**src/rtl/io_bus_pkg.sv**
```systemverilog
// Shared definitions for the IO bus master: FSM state encoding, bus width defaults
// and the peripheral page map used by the downstream chip-select decode.
package io_bus_pkg;

    localparam int IO_ADDR_W = 16;
    localparam int IO_DATA_W = 16;

    localparam logic [7:0] PAGE_MULT  = 8'h67;
    localparam logic [7:0] PAGE_DIV   = 8'h68;
    localparam logic [7:0] PAGE_UART  = 8'h69;
    localparam logic [7:0] PAGE_RAM   = 8'h70;
    localparam logic [7:0] PAGE_ESP   = 8'h71;
    localparam logic [7:0] PAGE_TIMER = 8'h72;

    typedef enum logic [2:0] {
        ST_IDLE   = 3'd0,
        ST_SETUP  = 3'd1,
        ST_STROBE = 3'd2,
        ST_RESP   = 3'd3,
        ST_GAP    = 3'd4
    } state_t;

    // A zero-width strobe would never be seen by the peripherals, so it becomes one cycle.
    function automatic int clamp_strobe(input int cyc);
        return (cyc < 1) ? 1 : cyc;
    endfunction

endpackage

```
**src/rtl/io_strobe_timer.sv**
```systemverilog
// Loadable down-counter that sets the strobe width; last is high on the final strobe cycle.
module io_strobe_timer
    import io_bus_pkg::*;
#(
    parameter int CNT_W = 2
) (
    input  logic             clk,
    input  logic             rst,
    input  logic             load,
    input  logic [CNT_W-1:0] load_val,
    input  logic             en,
    output logic             last
);

    logic [CNT_W-1:0] cnt;

    always_ff @(posedge clk or negedge rst) begin
        if (!rst) begin
            cnt <= '0;
        end else if (load) begin
            cnt <= load_val;
        end else if (en && (cnt != '0)) begin
            cnt <= cnt - 1'b1;
        end
    end

    assign last = (cnt == CNT_W'(1));

endmodule

```
**src/rtl/io_bus_master.sv**
```systemverilog
// Second initiator on the J1 IO bus: runs timed read/write cycles for valid/ready commands.
// Define IO_MASTER_BURST_EN for multi-beat reads within one peripheral page.
//
// state  | meaning
// IDLE   | waiting for a command, cmd_ready high
// SETUP  | address/data driven, strobes low while chip-select settles
// STROBE | io_rd or io_wr high for STROBE_CYC cycles
// RESP   | read data offered on rsp_*, waiting for rsp_ready
// GAP    | strobes low, then next beat or back to IDLE
module io_bus_master
    import io_bus_pkg::*;
#(
    parameter int ADDR_W     = IO_ADDR_W,
    parameter int DATA_W     = IO_DATA_W,
    parameter int STROBE_CYC = 1
) (
    input  logic              clk,
    input  logic              rst,
    input  logic              cmd_valid,
    output logic              cmd_ready,
    input  logic              cmd_we,
    input  logic [ADDR_W-1:0] cmd_addr,
    input  logic [DATA_W-1:0] cmd_wdata,
    input  logic [3:0]        cmd_len,
    output logic              rsp_valid,
    input  logic              rsp_ready,
    output logic [DATA_W-1:0] rsp_rdata,
    output logic              rsp_last,
    output logic              io_rd,
    output logic              io_wr,
    output logic [ADDR_W-1:0] io_addr,
    output logic [DATA_W-1:0] io_dout,
    input  logic [DATA_W-1:0] io_din,
    output logic              busy
);

    localparam int STROBE_EFF = clamp_strobe(STROBE_CYC);
    localparam int CNT_W      = $clog2(STROBE_EFF + 1);

`ifdef IO_MASTER_BURST_EN
    localparam bit BURST_EN = 1'b1;
`else
    localparam bit BURST_EN = 1'b0;
`endif

    state_t     state;
    logic       we_q;
    logic [3:0] beats_left;
    logic       tmr_load;
    logic       tmr_en;
    logic       strobe_last;

    assign tmr_load  = (state == ST_SETUP);
    assign tmr_en    = (state == ST_STROBE);
    assign cmd_ready = (state == ST_IDLE);
    assign busy      = (state != ST_IDLE);

    io_strobe_timer #(
        .CNT_W (CNT_W)
    ) u_strobe_timer (
        .clk      (clk),
        .rst      (rst),
        .load     (tmr_load),
        .load_val (CNT_W'(STROBE_EFF)),
        .en       (tmr_en),
        .last     (strobe_last)
    );

    always_ff @(posedge clk or negedge rst) begin
        if (!rst) begin
            state      <= ST_IDLE;
            we_q       <= 1'b0;
            beats_left <= 4'd0;
            io_rd      <= 1'b0;
            io_wr      <= 1'b0;
            io_addr    <= '0;
            io_dout    <= '0;
            rsp_valid  <= 1'b0;
            rsp_rdata  <= '0;
            rsp_last   <= 1'b0;
        end else begin
            case (state)
                ST_IDLE: begin
                    if (cmd_valid) begin
                        we_q       <= cmd_we;
                        io_addr    <= cmd_addr;
                        io_dout    <= cmd_wdata;
                        beats_left <= (BURST_EN && !cmd_we) ? cmd_len : 4'd0;
                        state      <= ST_SETUP;
                    end
                end
                ST_SETUP: begin
                    io_rd <= !we_q;
                    io_wr <= we_q;
                    state <= ST_STROBE;
                end
                ST_STROBE: begin
                    if (strobe_last) begin
                        io_rd <= 1'b0;
                        io_wr <= 1'b0;
                        if (we_q) begin
                            state <= ST_GAP;
                        end else begin
                            rsp_rdata <= io_din;
                            rsp_valid <= 1'b1;
                            rsp_last  <= (beats_left == 4'd0);
                            state     <= ST_RESP;
                        end
                    end
                end
                ST_RESP: begin
                    if (rsp_ready) begin
                        rsp_valid <= 1'b0;
                        rsp_last  <= 1'b0;
                        state     <= ST_GAP;
                    end
                end
                ST_GAP: begin
                    if (beats_left != 4'd0) begin
                        // only the low byte walks so the page (chip-select) stays put
                        beats_left <= beats_left - 4'd1;
                        io_addr    <= {io_addr[ADDR_W-1:8], io_addr[7:0] + 8'd1};
                        state      <= ST_SETUP;
                    end else begin
                        state <= ST_IDLE;
                    end
                end
                default: state <= ST_IDLE;
            endcase
        end
    end

endmodule

```
**config.mk**
```make
export PLATFORM = sky130hd
export DESIGN_NAME = io_bus_master
export DESIGN_NICKNAME = d
export VERILOG_FILES = /design/src/rtl/io_bus_pkg.sv /design/src/rtl/io_strobe_timer.sv /design/src/rtl/io_bus_master.sv
export SDC_FILE = /design/constraint.sdc
export NUM_CORES = 1
export LEC_CHECK = 0
export ABC_CLOCK_PERIOD_IN_PS = 2100
export BUFFER_PORTS_ARGS = -buffer_cell sky130_fd_sc_hd__clkbuf_2
export CORE_UTILIZATION = 48
export CTS_CLUSTER_DIAMETER = 120
export DETAILED_ROUTE_END_ITERATION = 16
export PLACE_DENSITY = 0.8
export SYNTH_ARGS = -nofsm -noshare
export SYNTH_HDL_FRONTEND = slang
export SYNTH_SLANG_ARGS = --single-unit
```
**constraint.sdc**
```tcl
create_clock -name clk -period 2.1 [get_ports clk]
set_input_delay 0.42 -clock clk [delete_from_list [all_inputs] [get_ports clk]]
set_output_delay 0.42 -clock clk [all_outputs]
set_load 0.01 [all_outputs]
```
### Word level (Yosys, flattened, before mapping)

Index checks and enable logic that the tools add are counted.

| word-level totals | value |
|---|---|
| word-level logic and storage cells | 67 |
| flip-flop bits (word level) | 61 |
| output and inout port bits | 54 |

| cells by class | value |
|---|---|
| equal/unequal tests | 9 |
| reductions and logical operators | 17 |
| bitwise gates (word level) | 2 |
| add/subtract/negate cells | 3 |
| multiplexer cells | 24 |

Operators with widths:

| kind | number |
|---|---|
| case mux 16 bit (2 select lines) | 1 |
| two-way mux 16 bit | 1 |
| case mux 3 bit (5 select lines) | 1 |
| two-way mux 3 bit | 4 |
| AND reduction 3 bit | 4 |
| != test 2 bit (second input constant) | 5 |
| two-way mux 1 bit | 9 |
| adder 8 x 1 -> 8 bit (second input constant) | 1 |
| two-way mux 4 bit | 2 |
| two-way mux 8 bit | 1 |
| case mux 1 bit (2 select lines) | 4 |
| case mux 4 bit (2 select lines) | 1 |
| nonzero test 2 bit | 4 |
| equality test 3 x 2 -> 1 bit (second input constant) | 2 |
| zero test 4 bit | 1 |
| AND reduction 2 bit | 2 |
| AND reduction 4 bit | 1 |
| nonzero test 4 bit | 1 |
| subtractor 4 x 1 -> 4 bit (second input constant) | 1 |
| equality test 3 x 1 -> 1 bit (second input constant) | 1 |
| equality test 3 bit (second input constant) | 1 |
| zero test 3 bit | 1 |
| nonzero test 3 bit | 1 |
| inverter 1 bit | 2 |
| other kinds (3) | 3 |

### Depth between registers and ports, before layout

Gate-level depths: netlist of run 1.

| depth | value |
|---|---|
| word-level depth | 4 |
| mapped depth | 7 |
| mapped depth without buffers | 6 |

### Cells and area by module

A second synthesis of run 1 with hierarchy kept.

| unflattened totals | value |
|---|---|
| cell total of the unflattened synthesis | 211 |
| area, all modules | 2,668.8 µm² |

Modules (own cells, without submodules):

| module | instances | cells an instance | area an instance (µm²) |
|---|---|---|---|
| io_bus_master | 1 | 207 | 2,625.0 |
| io_strobe_timer | 1 | 4 | 43.8 |

### Least setup slack after synthesis of run 1

Ideal clock, no wire load.

| timing path | value |
|---|---|
| kind | register -> output |
| start | reg state[0] |
| end | out busy |
| arrival time | 1.092 ns |
| data required time | 1.680 ns |
| path buffers | 1 |
| cell stages (with the launch flop) | 4 |
| setup slack | 0.588 ns |
| path through | dfrtp_1 buf_2 nor3_1 inv_1 |

| on the way | value |
|---|---|
| word-level cells in the longest chain between the ends | 1 |

Ends and longest elaborated chain:

| element | line | source |
|---|---|---|
| start, declared | io_bus_master.sv:46 | `state_t state;` |
| start signal, assigned | io_bus_master.sv:71 | `state <= ST_IDLE;` |
| start signal, assigned | io_bus_master.sv:89 | `state <= ST_SETUP;` |
| start signal, assigned | io_bus_master.sv:95 | `state <= ST_STROBE;` |
| nonzero test 3 bit | io_bus_master.sv:56 | `assign busy = (state != ST_IDLE);` |
| end, declared | io_bus_master.sv:34 | `output logic busy` |

No other way between the ends.

### Final worst setup path of run 1

| timing path | value |
|---|---|
| start | reg state[2] |
| end | out busy |

Same word-level chain as after synthesis.

==> results of run 1 <==
state kept, by name, indices dropped and copies added (netlist names):
register and count:
rsp_last 1, rsp_rdata 16, rsp_valid 1, we_q 1, state 3, io_dout 16, u_strobe_timer.last 1, beats_left 4
io_rd 1, io_wr 1, io_addr 16
through the flow:
| stage | cells | hold slack [ns] | power, W | cell area [µm²] | setup slack, ns |
|---|---|---|---|---|---|
| after detailed placement | 388 | 0.4657 | 0.004624 | 3278 | 0.4487 |
| after CTS | 403 | 0.1095 | 0.005677 | 3477 | 0.1907 |
| final | 403 | 0.1051 | 0.005619 | 3477 | 0.2060 |
| after global routing | 403 | 0.1298 | 0.006018 | 3477 | 0.1417 |
| after global placement | 388 | 0.4578 | 0.004519 | 3278 | 0.4726 |
| after floorplan | 217 | 0.1244 | 0.003647 | 2671 | 0.5881 |
worst max-delay path by stage:
stage	startpoint	to	slack, ns	depth (start not counted)
after floorplan	state[0]	busy	0.59	3
after global placement	state[0]	rsp_rdata[2]	0.47	3
after detailed placement	state[0]	io_dout[10]	0.45	3
after CTS	state[2]	busy	0.19	4
after global routing	state[2]	busy	0.14	4
final	state[2]	busy	0.21	4
layer usage:
| layer | wire (µm) | track usage (%) | vias to the layer above |
|---|---|---|---|
| li1 | - | - | 995 |
| met1 | 2437 | 25.70 | 1000 |
| met2 | 2500 | 30.99 | 89 |
| met3 | 328 | 4.551 | 10 |
| met4 | 95 | 8.654 | 0 |
| met5 | 0 | 0 | - |
area by class of cell:
cell class	count	area (µm²)
Fill cell	415	1760
Sequential cell	61	1526
Multi-Input combinational cell	141	1065
Timing Repair Buffer	111	580.6
Clock buffer	11	151.4
Tap cell	70	87.58
Clock inverter	4	47.55
Inverter	5	18.77
placed cells by master (no fill, tap or decap), types with 2 or more instances in the layout:
cell | netlist | final
sky130_fd_sc_hd__o21ai_0 | 13 | 13
sky130_fd_sc_hd__nor2_1 | 10 | 10
sky130_fd_sc_hd__mux2_2 | 32 | 32
sky130_fd_sc_hd__o21a_1 | 2 | 2
sky130_fd_sc_hd__nor3b_2 | 1 | 2
sky130_fd_sc_hd__buf_4 | 4 | 4
sky130_fd_sc_hd__a31oi_1 | 2 | 2
sky130_fd_sc_hd__mux2i_1 | 2 | 2
sky130_fd_sc_hd__nand4_1 | 2 | 2
sky130_fd_sc_hd__ha_1 | 3 | 3
sky130_fd_sc_hd__clkbuf_2 | 0 | 106
sky130_fd_sc_hd__and3_1 | 2 | 2
sky130_fd_sc_hd__and2_1 | 2 | 2
sky130_fd_sc_hd__dfrtp_1 | 61 | 61
sky130_fd_sc_hd__nor3_1 | 2 | 2
sky130_fd_sc_hd__nand2_1 | 18 | 18
sky130_fd_sc_hd__a221oi_1 | 2 | 2
sky130_fd_sc_hd__mux2_1 | 8 | 8
sky130_fd_sc_hd__nand3_1 | 7 | 7
sky130_fd_sc_hd__clkbuf_8 | 0 | 11
sky130_fd_sc_hd__inv_1 | 5 | 5
sky130_fd_sc_hd__xor2_1 | 2 | 2
sky130_fd_sc_hd__nand2b_1 | 2 | 2
sky130_fd_sc_hd__a21oi_1 | 11 | 11
sky130_fd_sc_hd__clkinv_2 | 0 | 2
sky130_fd_sc_hd__o22ai_1 | 3 | 3
power breakdown:
part | switching, W | leakage, nW | internal, W
clock | 0.000425 | 0.101 | 0.000602
combinational | 0.00117 | 0.855 | 0.00117
sequential | 0.000473 | 0.724 | 0.00178
cell families (layout without fill, tap and decap cells):
| group | Yosys count | count (layout) |
|---|---|---|
| flip-flops | 61 | 61 |
| AND/OR/NAND/NOR | 54 | 54 |
| multiplexers | 42 | 42 |
| AO/OA/AOI/OAI | 40 | 40 |
| buffers and inverters | 15 | 131 |
| adder cells (fa/ha/maj) | 3 | 3 |
| XOR/XNOR | 2 | 2 |
==> results.rst, run 1 <==
.. list-table::
   :header-rows: 1

   * - Metric
     - Value
   * - Status
     - finished clean
   * - Cell type group with the largest total delay on the critical path
     - flip-flops
   * - Critical Path, Cell by Cell
     - buf_4, nor3_1, inv_1, clkbuf_2
   * - Critical Path Source Type
     - flop
   * - Signal arrival time at the worst endpoint
     - 1.47 ns
   * - Number of inserted diodes
     - 0
   * - Portion of the clock cycle consumed by the worst path in the final layout
     - 90.19%
   * - Most common cell in the netlist
     - sky130_fd_sc_hd__dfrtp_1
   * - Worst Clk Skew
     - ~0.0060 ns
   * - Sequential cell area fraction in the yosys report
     - 57.14%
   * - Relative max-transition margin
     - 67.47%
   * - End-of-flow core utilization
     - 66.39%
   * - Number of DRC markers in iteration 0
     - approximately 70
   * - Clock tree from TritonCTS
     - done
   * - Number of antenna violations at the first check in global routing
     - 0
   * - Complex-gate fraction of the synthesized area
     - 9.133%
   * - Fmax
     - 528.0 MHz
   * - Async set-or-reset flop fraction in the synthesized netlist
     - 100.0%
   * - Adder and majority cell fraction of the synthesized area
     - 1.405%
   * - Transition time at the pin with the least slew margin
     - a little under 0.5 ns
   * - Clock root buffer
     - sky130_fd_sc_hd__clkbuf_8
   * - Nature of the critical path endpoint
     - primary output
   * - Routed via count
     - approximately 2100
   * - Total die area
     - ~0.0059 mm²
   * - Count of hold buffers inserted by post-cts repair
     - 0
   * - Sum of routed wire length over all layers
     - 5361 µm
   * - Post-detailed-route wirelength per cell
     - roughly 13 µm
   * - Hold WC Path Type
     - in -> async
   * - Synthesized netlist net count
     - 277
   * - Number of remaining DRC errors
     - 0
   * - Fraction of synthesized area in multiplexers
     - 17.61%
   * - Maximum fanout along the worst path
     - 8
   * - Bufs and invs on worst path
     - 3
   * - Number of vias per cell
     - 5.196
   * - Slowest Stage Delay on Critical Path
     - 0.48 ns
   * - Number of antenna-violating nets in the routed design
     - 0
   * - Top-level I/O count
     - ~110
   * - Worst Setup Path Type
     - reg -> out
   * - Main combinational cell family by area after synthesis
     - multiplexers
   * - Syn Inst Count
     - 217
   * - Number of maximum-capacitance violations
     - 0
   * - Post-synth top area share
     - around 57%
   * - Number of flops mapped to enable cells by yosys
     - 0
   * - Number of warnings issued by yosys
     - 0
   * - Clock Sinks
     - 61
   * - Cts bufs inserted
     - 9
   * - Aggregate negative setup slack
     - 0 ns
   * - Fraction of layout cells with a size suffix above 1
     - about 49%
   * - Gp weighted congestion
     - 0.7787
   * - Final hold violation count
     - 0
   * - Number of placement rows
     - 26
   * - Depth of the worst register-to-register path
     - 3
   * - Max Transition Viols Final
     - 0
   * - Unrepaired setup endpoints after global routing
     - false
   * - CTS max path bufs
     - 2
   * - Count of distinct cell types in the synthesized netlist
     - 40
   * - GRT Residual Overflow
     - 0
   * - Worst flop-to-flop path startpoint
     - state[0]
   * - Area grow syn2layout
     - 30.16%
   * - Setup Buffers After CTS
     - 0
   * - CTS clock-pin slew for the worst setup and hold paths
     - 0.07 ns
   * - Peak supply drop
     - approximately 0.74 mV
   * - Post-DP HPWL
     - 3742 µm
   * - Leakage power summed over all cells
     - about 1.7 nW
   * - Area of the core
     - 0.005238 mm²
   * - P per Cell Area
     - 1616 mW/mm²
   * - Critical Path RT
     - roughly 1.7 ns
   * - Critical-path cell with the highest stage delay
     - sky130_fd_sc_hd__dfrtp_1
   * - Initial core utilization
     - 51.00%
   * - Largest cells by area after synthesis
     - sky130_fd_sc_hd__dfrtp_1 (57%), sky130_fd_sc_hd__mux2_2 (13%), sky130_fd_sc_hd__mux2_1 (3.4%)
   * - Netlist area before placement
     - 0.002671 mm²
   * - Overall Global Routing Usage
     - 19.57%
   * - Final setup vio count
     - 0
   * - Flop-to-flop setup slack
     - 0.44 ns
   * - Worst skew pair latency
     - 0.33 ns
   * - Post-layout min period
     - 1.894 ns
   * - FF-to-FF End
     - io_dout[10]
   * - Leading post-synthesis cells by instance count
     - sky130_fd_sc_hd__dfrtp_1 (61), sky130_fd_sc_hd__mux2_2 (32), sky130_fd_sc_hd__nand2_1 (18), sky130_fd_sc_hd__o21ai_0 (13), sky130_fd_sc_hd__a21oi_1 (11)
   * - Horiz. Die Dim
     - about 77 µm
   * - Maximum number of pins on one net before global-route repair
     - 62
   * - Seq cells post-synth
     - 61
   * - Net count of the finished layout
     - 389
   * - TritonRoute pass-1 iters
     - 4
   * - Most area-hungry cell type in the Yosys netlist
     - sky130_fd_sc_hd__dfrtp_1
   * - Gates resized, CTS repair
     - 0
   * - Number of global-route vias before repair
     - 2077
   * - Number of H-tree branching levels
     - 3
   * - Global-route wire length before repair
     - around 9100 µm
   * - Port bufs
     - between 100 and 150
   * - Post-synthesis share of cell area spent on xor and xnor gates
     - 0.6557%
   * - Most instantiated flip-flop cell in the synthesis netlist
     - sky130_fd_sc_hd__dfrtp_1
   * - Overall die height
     - 76.60 µm
   * - Simple-Gate Fraction of Synth Area
     - 10.87%
   * - Synthesized area per cell
     - between 10 and 15 µm²
No activity file was read; power rests on OpenSTA's default activity.
==> run 2, diff against run 1 <==
- SYNTH_HIERARCHICAL: not set -> 1
==> run 2 against run 1 <==
Effect of this change:
- combinational power is 6% lower
- fmax up 2.7%
- utilization down 0.072 points
- sequential power barely moved
- critical path type is now reg -> reg
- critical endpoint is now io_dout[1]
- highest routed layer unchanged
==> results.rst, run 2 <==
.. list-table::
   :header-rows: 1

   * - Metric
     - Value
   * - Status
     - finished clean
   * - Final setup vio count
     - 0 (unchanged)
   * - Syn Inst Count
     - 211 (-2.8%)
   * - Total die area
     - 0.005862 mm² (about the same)
   * - CTS clock-pin slew for the worst setup and hold paths
     - 0.07 ns (about the same)
   * - Critical Path RT
     - 2.31 ns (+0.63 ns)
   * - P per Cell Area
     - 1586 mW/mm² (-1.9%)
   * - CTS max path bufs
     - 2 (unchanged)
   * - Maximum number of pins on one net before global-route repair
     - 62 (unchanged)
   * - Most common cell in the netlist
     - sky130_fd_sc_hd__dfrtp_1
   * - Transition time at the pin with the least slew margin
     - 0.5422 ns (+0.05434 ns)
   * - Largest cells by area after synthesis
     - sky130_fd_sc_hd__dfrtp_1 (57%), sky130_fd_sc_hd__mux2_2 (9.7%), sky130_fd_sc_hd__mux2_1 (7.6%)
   * - Setup Buffers After CTS
     - 0 (unchanged)
   * - Signal arrival time at the worst endpoint
     - 2.06 ns (+0.59 ns)
   * - Number of flops mapped to enable cells by yosys
     - 0 (unchanged)
   * - Relative max-transition margin
     - 63.85% (-3.6 points)
   * - Number of remaining DRC errors
     - 0 (unchanged)
   * - Peak supply drop
     - 0.8101 mV (+9.3%)
   * - Nature of the critical path endpoint
     - flop
   * - Area of the core
     - 0.005238 mm² (unchanged)
   * - Leakage power summed over all cells
     - 1.684 nW (+0.21%)
   * - Worst skew pair latency
     - 0.33 ns (about the same)
   * - Routed via count
     - 2029 (-3.1%)
   * - Synthesized netlist net count
     - 271 (-2.2%)
   * - Count of hold buffers inserted by post-cts repair
     - 0 (unchanged)
   * - TritonRoute pass-1 iters
     - 4 (unchanged)
   * - Most instantiated flip-flop cell in the synthesis netlist
     - sky130_fd_sc_hd__dfrtp_1
   * - Post-synth top area share
     - 57.20% (about the same)
   * - Number of warnings issued by yosys
     - 6 (+6)
   * - Post-layout min period
     - 1.845 ns (-0.04942 ns)
   * - Max Transition Viols Final
     - 0 (unchanged)
   * - Number of global-route vias before repair
     - 1993 (-4.0%)
   * - Critical Path, Cell by Cell
     - nor3_2, and2_1, buf_4, mux2_2
   * - Sequential cell area fraction in the yosys report
     - 57.20% (about the same)
   * - Number of maximum-capacitance violations
     - 0 (unchanged)
   * - Number of antenna violations at the first check in global routing
     - 0 (unchanged)
   * - Worst Clk Skew
     - 0.006552 ns (+0.0005691 ns)
   * - Top-level I/O count
     - 111 (unchanged)
   * - Unrepaired setup endpoints after global routing
     - false
   * - Maximum fanout along the worst path
     - 18 (+10)
   * - Cts bufs inserted
     - 9 (unchanged)
   * - Overall Global Routing Usage
     - 20.65% (+1.1 points)
   * - Critical Path Source Type
     - flop
   * - Sum of routed wire length over all layers
     - 5640 µm (+5.2%)
   * - Async set-or-reset flop fraction in the synthesized netlist
     - 100.0% (unchanged)
   * - Highest-count cells in the layout ignoring fill and taps
     - sky130_fd_sc_hd__clkbuf_2 (106), sky130_fd_sc_hd__dfrtp_1 (61), sky130_fd_sc_hd__mux2_2 (23)
   * - Cell type group with the largest total delay on the critical path
     - flip-flops
   * - Clock Sinks
     - 61 (unchanged)
   * - Hold WC Path Type
     - in -> async
   * - Slowest Stage Delay on Critical Path
     - 0.57 ns (+0.09 ns)
   * - Synthesized area per cell
     - 12.65 µm² (+2.7%)
   * - Number of inserted diodes
     - 0 (unchanged)
   * - Clock tree from TritonCTS
     - done
   * - Bufs and invs on worst path
     - 1 (-2)
   * - Number of antenna-violating nets in the routed design
     - 0 (unchanged)
   * - Net count of the finished layout
     - 384 (-1.3%)
   * - Critical-path cell with the highest stage delay
     - sky130_fd_sc_hd__dfrtp_1
   * - Horiz. Die Dim
     - 76.57 µm (about the same)
   * - Post-DP HPWL
     - 4087 µm (+9.2%)
   * - Biggest regs
     - io_addr (16), io_dout (16), rsp_rdata (16)
   * - Initial core utilization
     - 50.96% (about the same)
   * - Number of H-tree branching levels
     - 3 (unchanged)
   * - Number of DRC markers in iteration 0
     - 127 (+76%)
   * - Total design power
     - 0.005509 W (-2.0%)
   * - Aggregate negative setup slack
     - 0 ns (unchanged)
   * - Number of vias per cell
     - 5.085 (-2.1%)
   * - Gates resized, CTS repair
     - 0 (unchanged)
   * - Area grow syn2layout
     - 30.15% (about the same)
   * - Leading post-synthesis cells by instance count
     - sky130_fd_sc_hd__dfrtp_1 (61), sky130_fd_sc_hd__mux2_2 (23), sky130_fd_sc_hd__mux2_1 (18), sky130_fd_sc_hd__a21oi_1 (16), sky130_fd_sc_hd__nor2_1 (11)
   * - GRT Residual Overflow
     - 0 (unchanged)
   * - Clock root buffer
     - sky130_fd_sc_hd__clkbuf_8
   * - Worst Setup Path Type
     - reg -> reg
   * - Final hold violation count
     - 0 (unchanged)
   * - Number of placement rows
     - 26 (unchanged)
   * - Fmax
     - 542.1 MHz (+2.7%)
   * - Fraction of layout cells with a size suffix above 1
     - 48.02% (-1.2 points)
   * - Most area-hungry cell type in the Yosys netlist
     - sky130_fd_sc_hd__dfrtp_1
   * - Most common cell after layout, fill and taps aside
     - sky130_fd_sc_hd__clkbuf_2
   * - Seq cells post-synth
     - 61 (unchanged)
   * - Netlist area before placement
     - 0.002669 mm² (about the same)
   * - Global-route wire length before repair
     - 9266 µm (+2.3%)
   * - Port bufs
     - 106 (unchanged)
   * - Post-detailed-route wirelength per cell
     - 14.14 µm (+6.3%)
   * - Overall die height
     - 76.57 µm (about the same)
   * - Gp weighted congestion
     - 0.8238 (+5.8%)
   * - Portion of the clock cycle consumed by the worst path in the final layout
     - 87.84% (-2.4 points)
   * - Count of distinct cell types in the synthesized netlist
     - 39 (-2.5%)
## run 2: through the flow
| stage | instance area, µm² | hold slack [ns] | setup slack [ns] | std cells | utilization, % |
|---|---|---|---|---|---|
| 3_5_place_dp | 3262 | 0.4568 | 0.2539 | 383 | 62.28 |
| 5_1_grt | 3473 | 0.09852 | 0.1252 | 399 | 66.32 |
| 3_3_place_gp | 3262 | 0.4603 | 0.3200 | 383 | 62.28 |
| 2_1_floorplan | 2669 | 0.1244 | 0.3869 | 211 | - |
| 4_1_cts | 3473 | 0.09665 | 0.2433 | 399 | 66.32 |
| 6_report | 3473 | 0.07581 | 0.2554 | 399 | 66.32 |
## run 2: final cells by class
cell class	count	area, µm²
Tap cell	70	87.58
Multi-Input combinational cell	135	1045
Fill cell	414	1764
Clock inverter	3	42.54
Timing Repair Buffer	111	580.6
Sequential cell	61	1526
Clock buffer	13	168.9
Inverter	6	22.52
## run 2: cell families (layout without fill, tap and decap cells)
kind of cell | after synthesis | in the layout | share of synthesized area, %
compound gates | 42 | 42 | 10.41
xor+xnor | 2 | 2 | 0.6565
fa+ha+maj | 3 | 3 | 1.407
buf+inv | 15 | 133 | 3.656
flops | 61 | 61 | 57.20
mux | 42 | 42 | 17.67
other cells | 1 | 1 | 0.1405
simple gates | 45 | 45 | 8.861
## run 2: path summary, 6_finish.rpt
kind,startpoint,end,slack [ns],cells past startpoint
min,rst,rsp_rdata[7],0.08,2
max reg2reg,state[0],io_dout[1],0.26,4
max,state[0],io_dout[1],0.26,4
min reg2reg,io_dout[7],io_dout[7],0.49,1
min in group clk,cmd_wdata[7],io_dout[7],0.30,2
max in group asynchronous,rst,io_addr[0],1.74,2
## run 2: where the power goes
part           switching (W)  internal, W
logic                0.00114      0.00107
clock network       0.000435     0.000644
registers           0.000455      0.00177
total                0.00203      0.00348
## run 2: routing by layer
layer  global-route usage (%)  vias to the layer above  wire length, µm
met5                        0                        -                0
met4                    7.692                        0              102
met3                    6.587                        8              291
met2                    34.86                       64             2910
met1                    24.60                      985             2336
li1                         -                      972                -
